--- config.mk ---
export PLATFORM = sky130hd
export DESIGN_NAME = mem_access_ctrl
export DESIGN_NICKNAME = d
export VERILOG_FILES = /design/src/rtl/mem_access_pkg.sv /design/src/rtl/pc_unit.sv /design/src/rtl/mem_access_ctrl.sv
export SDC_FILE = /design/constraint.sdc
export NUM_CORES = 1
export LEC_CHECK = 0
export ABC_AREA = 0
export CORE_MARGIN = 2
export CORE_UTILIZATION = 44
export CTS_BUF_LIST = sky130_fd_sc_hd__clkbuf_4 sky130_fd_sc_hd__clkbuf_8
export DETAILED_ROUTE_END_ITERATION = 10
export PLACE_DENSITY = 0.83
export RECOVER_POWER = 50
export SYNTH_ARGS = -nofsm -noshare
export SYNTH_HDL_FRONTEND = slang
export SYNTH_SLANG_ARGS = --single-unit
--- constraint.sdc ---
create_clock -name I_clk -period 1.86 [get_ports I_clk]
set_clock_uncertainty 0.15 [all_clocks]
set_input_delay 0.186 -clock I_clk [delete_from_list [all_inputs] [get_ports I_clk]]
set_output_delay 0.186 -clock I_clk [all_outputs]
set_load 0.01 [all_outputs]
--- src/rtl/mem_access_pkg.sv ---
`default_nettype none
// +--------------------------------------------------------------------+
// | mem_access_pkg : shared types and defaults for the memory sequencer |
// | Rev 1.0                                                             |
// +--------------------------------------------------------------------+
package mem_access_pkg;

   localparam int unsigned WORD_W = 16;

   localparam logic [WORD_W-1:0] DEF_RESET_PC = 16'h0000;
   localparam logic [WORD_W-1:0] DEF_PC_STEP  = 16'h0001;

   typedef enum logic [1:0] {
      IDLE  = 2'd0,
      FETCH = 2'd1,
      LOAD  = 2'd2,
      STORE = 2'd3
   } state_e;

endpackage
`default_nettype wire

--- src/rtl/pc_unit.sv ---
`default_nettype none
// +--------------------------------------------------------------------+
// | pc_unit : program counter with synchronous reset, load and step    |
// | Rev 1.0                                                             |
// +--------------------------------------------------------------------+
module pc_unit
   import mem_access_pkg::*;
#(
   parameter logic [WORD_W-1:0] RESET_PC = DEF_RESET_PC,
   parameter logic [WORD_W-1:0] PC_STEP  = DEF_PC_STEP
) (
   input  logic              clk_i,
   input  logic              rst_i,
   input  logic              load_i,
   input  logic [WORD_W-1:0] target_i,
   input  logic              inc_i,
   output logic [WORD_W-1:0] pc_o
);

   logic [WORD_W-1:0] pc_q;
   logic [WORD_W-1:0] pc_d;

   // A branch outranks the post-fetch increment.
   always_comb begin
      pc_d = pc_q;
      if (load_i) begin
         pc_d = target_i;
      end else if (inc_i) begin
         pc_d = pc_q + PC_STEP;
      end
   end

   always_ff @(posedge clk_i) begin
      if (rst_i) begin
         pc_q <= RESET_PC;
      end else begin
         pc_q <= pc_d;
      end
   end

   assign pc_o = pc_q;

endmodule
`default_nettype wire

--- src/rtl/mem_access_ctrl.sv ---
`default_nettype none
// +--------------------------------------------------------------------+
// | mem_access_ctrl : serialises fetches and loads/stores onto one RAM  |
// | Rev 1.0                                                             |
// +--------------------------------------------------------------------+
module mem_access_ctrl
   import mem_access_pkg::*;
#(
   parameter logic [WORD_W-1:0] RESET_PC = DEF_RESET_PC,
   parameter logic [WORD_W-1:0] PC_STEP  = DEF_PC_STEP
) (
   input  logic              I_clk,
   input  logic              I_rst,
   input  logic              I_fetch_req,
   input  logic              I_pc_load,
   input  logic [WORD_W-1:0] I_pc_target,
   input  logic              I_ls_req,
   input  logic              I_ls_we,
   input  logic [WORD_W-1:0] I_ls_addr,
   input  logic [WORD_W-1:0] I_ls_data,
   input  logic [WORD_W-1:0] I_ram_rdata,
   output logic [WORD_W-1:0] O_ram_addr,
   output logic              O_ram_we,
   output logic [WORD_W-1:0] O_ram_wdata,
   output logic [WORD_W-1:0] O_pc,
   output logic [WORD_W-1:0] O_instr,
   output logic              O_instr_valid,
   output logic [WORD_W-1:0] O_ls_rdata,
   output logic              O_ls_done,
   output logic              O_busy
);

   state_e            state_q, state_d;
   logic [WORD_W-1:0] ram_addr_q, ram_addr_d;
   logic              ram_we_q, ram_we_d;
   logic [WORD_W-1:0] ram_wdata_q, ram_wdata_d;
   logic [WORD_W-1:0] instr_q, instr_d;
   logic              instr_valid_q, instr_valid_d;
   logic [WORD_W-1:0] ls_rdata_q, ls_rdata_d;
   logic              ls_done_q, ls_done_d;
   logic              pc_inc;
   logic [WORD_W-1:0] pc;

   pc_unit #(
      .RESET_PC (RESET_PC),
      .PC_STEP  (PC_STEP)
   ) u_pc_unit (
      .clk_i    (I_clk),
      .rst_i    (I_rst),
      .load_i   (I_pc_load),
      .target_i (I_pc_target),
      .inc_i    (pc_inc),
      .pc_o     (pc)
   );

   always_comb begin
      state_d       = state_q;
      ram_addr_d    = ram_addr_q;
      ram_we_d      = 1'b0;
      ram_wdata_d   = ram_wdata_q;
      instr_d       = instr_q;
      instr_valid_d = 1'b0;
      ls_rdata_d    = ls_rdata_q;
      ls_done_d     = 1'b0;
      pc_inc        = 1'b0;

      case (state_q)
         IDLE: begin
            // A PC load in IDLE consumes the cycle; no access is started.
            if (!I_pc_load) begin
               if (I_ls_req) begin
                  ram_addr_d = I_ls_addr;
                  if (I_ls_we) begin
                     state_d     = STORE;
                     ram_wdata_d = I_ls_data;
                     ram_we_d    = 1'b1;
                  end else begin
                     state_d = LOAD;
                  end
               end else if (I_fetch_req) begin
                  state_d    = FETCH;
                  ram_addr_d = pc;
               end
            end
         end
         FETCH: begin
            state_d = IDLE;
            if (!I_pc_load) begin
               instr_d       = I_ram_rdata;
               instr_valid_d = 1'b1;
               pc_inc        = 1'b1;
            end
         end
         LOAD: begin
            state_d    = IDLE;
            ls_rdata_d = I_ram_rdata;
            ls_done_d  = 1'b1;
         end
         STORE: begin
            state_d   = IDLE;
            ls_done_d = 1'b1;
         end
         default: state_d = IDLE;
      endcase
   end

   always_ff @(posedge I_clk) begin
      if (I_rst) begin
         state_q       <= IDLE;
         ram_addr_q    <= RESET_PC;
         ram_we_q      <= 1'b0;
         ram_wdata_q   <= '0;
         instr_q       <= '0;
         instr_valid_q <= 1'b0;
         ls_rdata_q    <= '0;
         ls_done_q     <= 1'b0;
      end else begin
         state_q       <= state_d;
         ram_addr_q    <= ram_addr_d;
         ram_we_q      <= ram_we_d;
         ram_wdata_q   <= ram_wdata_d;
         instr_q       <= instr_d;
         instr_valid_q <= instr_valid_d;
         ls_rdata_q    <= ls_rdata_d;
         ls_done_q     <= ls_done_d;
      end
   end

   assign O_ram_addr    = ram_addr_q;
   assign O_ram_we      = ram_we_q;
   assign O_ram_wdata   = ram_wdata_q;
   assign O_pc          = pc;
   assign O_instr       = instr_q;
   assign O_instr_valid = instr_valid_q;
   assign O_ls_rdata    = ls_rdata_q;
   assign O_ls_done     = ls_done_q;
   assign O_busy        = (state_q != IDLE);

endmodule
`default_nettype wire

; Word-level counts from Yosys, hierarchy flattened
; Index checks and enable logic that the tools add are counted.
[totals]
mem_count = 0
latch_bits = 0
reg_bits = 85
out_inout_bits = 84
in_bits = 70
mem_bits_ro = 0
ram_bits = 0
[classes]
shift = 0
bitwise = 3
n_eq_ne = 5
n_lt_le_gt_ge = 0
n_addsub = 1
mux = 13
reduce_logical = 11
div_mod_pow = 0
mul = 0
[op_table]
columns = op, count
row1 = $mux 16, 4
row2 = $add 16x1->16 const B, 1
row3 = $mux 2, 3
row4 = $reduce_bool 2->1, 3
row5 = $mux 1, 5
row6 = $eq 2x2->1 const B, 2
row7 = $pmux 2 s2, 1
row8 = $reduce_and 2->1, 2
row9 = $reduce_and 4->1, 1
row10 = $reduce_or 4->1, 1
row11 = $ne 3x3->1 const B, 1
row12 = $not 1->1, 3
row13 = $reduce_and 3->1, 1
row14 = $reduce_or 3->1, 1
row15 = $eq 2x1->1 const B, 1
row16 = $logic_not 2->1, 1
row17 = $ne 2x2->1 const B, 1
row18 = $reduce_or 2->1, 1

; Depth between registers and ports, before layout
; Gate-level depths: netlist (run 1).
[depth]
depth_word = 4
ltp_mapped = 7
depth_no_buf = 5

; Modules after synthesis
; A second synthesis (run 1) with hierarchy kept.
[hier_totals]
cells_unflattened = 414
area_unflattened_um2 = 3801.1
[by_module_without_submodules]
columns = mod, cells_per_inst, seq_area_each_um2, instances, area_each_um2
row1 = mem_access_ctrl, 302, 1381.3, 1, 2816.5
row2 = pc_unit, 112, 320.3, 1, 984.7

; Worst setup path after synthesis (run 1)
; No wires, ideal clock.
[synth_path]
kind = register -> register
start = register u_pc_unit.pc_q[0], in the netlist u_pc_unit.pc_o[0]
end = register u_pc_unit.pc_q[12], in the netlist u_pc_unit.pc_o[12]
synth_period_minus_slack_ns = 1.629
path_buffers = 0
path_slack_ns = 0.231
stages_incl_launch_ff = 6
arrival_ns = 1.399
cell_sequence = dfxtp_1 -> ha_1 -> nand4b_1 -> nor4_2 -> xnor2_1 -> a211oi_2
[synth_via]
elab_chain_len = 3
[synth_rtl]
columns = item, line
row1 = from (decl), pc_unit.sv:20  ; logic [WORD_W-1:0] pc_q;
row2 = from (signal assigned), pc_unit.sv:37  ; pc_q <= pc_d;
row3 = $add 16x1->16, pc_unit.sv:29  ; pc_d = pc_q + PC_STEP;
row4 = $mux 16, pc_unit.sv:28  ; end else if (inc_i) begin
row5 = $mux 16, pc_unit.sv:26  ; if (load_i) begin
; Every way passes these cells. The select of a mux whose other input is x is not followed.
; A chain may end at the register's enable or synchronous reset.

; Worst setup path after layout (run 1)
[layout_path]
start = register u_pc_unit.pc_q[2], in the netlist u_pc_unit.pc_o[2]
end = output O_pc[2]
[layout_lines]
columns = item, line
row1 = to (decl), mem_access_ctrl.sv:25  ; output logic [WORD_W-1:0] O_pc,
; No word-level cell between the ends.

==> results.md, run 1 <==
- In the finished design, the share of the clock period the worst path needs comes to 98.0%.
- The mean number of vias per cell is 5.20.
- The width of the chip is between 90 and 100 um.
- Entering global routing, the biggest net connects 28 pins.
- For the worst setup path, the data arrival time is roughly 1500 ps.
- Relative to the synthesized area, the layout overhead comes to 55.2%.
- The top-level I/O count is 154.
- In the synthesized netlist the dominant register cell turns out to be dfxtp_1.
- The estimated wirelength of the detail-placed design is around 7800 um.
- Setup repair after global routing left no endpoint under its margin.
- By startpoint and endpoint, the worst setup path is classified as reg2out.
- The slew at the pin with the worst max-slew slack is 1350 ps.
- The flop-to-flop setup slack is 150 ps.
- The source of the worst register-to-register timing path is state_q[1].
- The latest clock arrival within the worst-skew pair is 360 ps.
- The combined global-route utilization of all metal layers is 24.2%.
- The routed layout has 3533 vias.
- The mean post-synth cell area is between 8 and 9 sq um.
- The worst hold path terminates at O_ram_wdata[8].
- The CTS tree is built.
- Of all flip-flops after synthesis, the portion carrying an async set or reset was 0%.
- In this run the critical register-to-register path is captured at O_ram_addr[5].
- The number of antenna violations at the first check in global routing came to 0.
- For this design the ratio of total power to cell area is 731 nW/um^2.
- The number of clock buffers added by TritonCTS is 9.
- The count of buffers from port buffering is 153.
- The launch point of the worst hold path is I_ls_data[8].
- The routed wire length per instance is 15.4 um.
- The maximum net fanout on the critical path is 7.
- The final routed wirelength across all metal layers is 10500 um.
- In the synthesized netlist, the cells that appear most often are nand2_1 (104), dfxtp_1 (85), a21oi_1 (54).
- Counting I/O delays and the setup requirement, the final critical path takes 1820 ps.
- For the final routed database, the setup TNS stands at 0 ps.
- The H-tree generated during clock tree synthesis spans 3 levels.
- Once placement completed, the tool counted placed cells totaling 664.
- The maximum number of buffers from clock root to sink is 2.
- For this run, design rule violations remaining after detail routing come to 0.
- The post-synthesis sequential area ratio is 47.4%.
- The endpoint type of the worst setup path is an output port.
- The tool flagged a number of max-cap violations equal to 0.
- The weighted congestion reported at the end of routability-driven placement is 0.820.
- The number of synthesized flops with an enable pin is 0.
- The initial core utilization is 46.0%.
- The max-slew violation count came to 0.
- By area the synthesized netlist is led by dfxtp_1 (47%), nand2_1 (11%), a21oi_1 (7.5%), a211oi_2 (5.2%), mux2i_1 (4.7%).
- The clock transition time at the flip-flop clock pins of the worst setup and hold paths is roughly 90 ps.
- Counting cells, the worst reg-to-reg path comes to 5.
- Summed over all instances, the cell type with the most area after synthesis is dfxtp_1.
- The clock net in this run drives a total of 85 sinks.
- The tree is rooted in a clkbuf_8.
- The number of iterations in the first detailed-routing pass is 5.
- The flip-flop and latch count after synthesis is 85.
- The total nets after synthesis is 481.
- The number of unique standard cell types used by synthesis is 45.
- The post-route antenna net violation count is 0.
- The type of the tightest min-delay check is in2reg.
- The first global-routing pass estimated 17000 um of wire.
- In the synthesized netlist, the number of instances is 410.
- The utilization after layout is 71.4%.
- The floorplan step defined a die boundary enclosing about 8900 sq um.
- Headroom to the max-slew limit came out at 10.1%.
- Of the cells placed in the final design, the portion with a size suffix greater than 1 is 13.5%.
- The count of synthesis-stage warnings from yosys is 0.
- The number of antenna cells inserted is 0.
- Measured along the y axis, the die boundary spans 94.3 um.
- The placed instance area is between 5000 and 6000 sq um.
- The number of rows created at floorplan is 32.
- After the last flow step, the layout net total stands at 644.
- The number of endpoints with negative hold slack in the final report is 0.
- Across the VDD grid, the largest voltage drop is 0.000421 V.
- The depth of the worst hold-timing path is 3.
- nand2_1 is the most common cell in the netlist.
- The worst setup path is launched from a register.
- The floorplan step defined a core boundary enclosing 7810 sq um.
- Excluding fillers, the count of instances in the completed layout stands at 680.
- The mapped netlist covers between 3000 and 4000 sq um.
- At the worst endpoint, the required time is 1520 ps.
- Setup violations remaining at the end of the flow were counted as 0.
- The maximum operating frequency is 549 MHz.
- After the first detailed-routing iteration, the DRC count stood at 159.
- The run finished with clean final reports.
- The via count of the first global-routing pass came to 3527.
- The area share of the leading cell type in the synthesized netlist is a little under half.
- For this run the aggregate overflow at the end of global routing stands at 0.
- The final design area excluding fillers is 5570 sq um.
- For this design the static power due to leakage is approximately 2.2 nW.
[worst max-delay path: stages (launching register included)]
cell             delay [ps]
dfxtp_1                 390
buf_4                   180
clkdlybuf4s50_1         550
[cell usage in the layout (no fill, tap or decap), types with 2 or more instances in the layout]
master             n
nor4_1             2
inv_1              4
a211oi_1          10
and3_1             2
o21ai_0            3
dfxtp_1           84
clkbuf_8           9
inv_6              4
nor2_2             6
nand4_1            4
buf_4             22
a211oi_2          15
nand2_1          104
xnor2_1            7
clkinvlp_4         2
nor2b_1            3
nor3_1             6
xor2_1             4
nor2_1            26
buf_12             5
nand3_1            6
mux2i_1           17
nand2b_1           3
clkdlybuf4s50_1  111
a21oi_1           54
dlygate4sd3_1     40
[state kept, by name, summed over array words and instances, names as in the netlist]
register and cells:
O_instr 16, O_ls_rdata 16, O_ram_addr 16, O_ram_wdata 16, u_pc_unit.pc_o 16, state_q 2, O_instr_valid 1, O_ls_done 1
O_ram_we 1
[power breakdown]
group          leakage, nW  internal [mW]  total, mW  switching (mW)
clock network       0.0973          0.640       1.36           0.723
logic                 1.37          0.415      0.741           0.326
registers            0.695           1.91       1.97          0.0652
total                 2.16           2.96       4.07            1.11
[cell families (layout without fill, tap and decap cells)]
kind of cell	Yosys count	in the layout	synth area share, %
AND/OR/NAND/NOR	176	176	23.7
AO/OA/AOI/OAI	85	85	16.1
flip-flops	85	85	47.4
buffers and inverters	34	202	4.74
multiplexers	18	18	5.05
XOR/XNOR	11	11	2.68
adder cells (fa/ha/maj)	1	1	0.348
[per-layer routing]
metal	GRT usage, %	wire length (um)	vias up
met5	0	0	-
met4	10.6	231	0
met3	5.03	576	24
met2	41.4	5270	128
met1	29.3	4420	1662
li1	-	-	1719
[cell type report]
type,instances,area (sq um)
repair buffers,181,1790
multi-input cells,291,1720
flip-flops and latches,85,1710
well taps,102,128
fillers,599,2240
clock buffers,9,124
clock inverters,7,80.1
inverters,5,18.8
[what timing repair did]
item / CTS / global route
hold buffers: 0 / 0
setup buffers: 0 / 0
endpoints found under the setup margin: 1 / 1
gates resized for setup: 4 / 1
[metrics by stage]
| step | power, mW | setup WS, ps | hold WS, ps |
|---|---|---|---|
| after global placement | 2.75 | 97.5 | 292 |
| after detailed placement | 2.77 | 9.48 | 298 |
| after global routing | 4.24 | 1.19 | 234 |
| final | 4.07 | 37.0 | 224 |
| after CTS | 4.11 | 24.5 | 153 |
| after floorplan | 2.33 | 231 | 172 |
[worst max path at each step]
stage                                 start                  to  slack, ps  cells after the start
after floorplan           u_pc_unit.pc_o[0]  u_pc_unit.pc_o[12]        230                      5
after global placement            I_pc_load      O_ram_wdata[8]        100                      7
after detailed placement          I_pc_load     O_ram_wdata[10]          9                      7
after CTS                 u_pc_unit.pc_o[2]             O_pc[2]         20                      2
after global routing      u_pc_unit.pc_o[2]             O_pc[2]          1                      2
final                     u_pc_unit.pc_o[2]             O_pc[2]         40                      2
Power figures use the tool's default switching activity.
==> run 2, diff against run 1 <==
Settings changed: GPL_ROUTABILITY_DRIVEN set to 1, HOLD_SLACK_MARGIN set to 0.03.
==> results of run 2 <==
Same layout as run 1: the final DEF is identical, and so are final timing and power.
==> run 3, diff against run 2 <==
Settings changed: ABC_CLOCK_PERIOD_IN_PS set to 1860.
==> results of run 3 <==
Same layout as run 1: the final DEF is identical, and so are final timing and power.
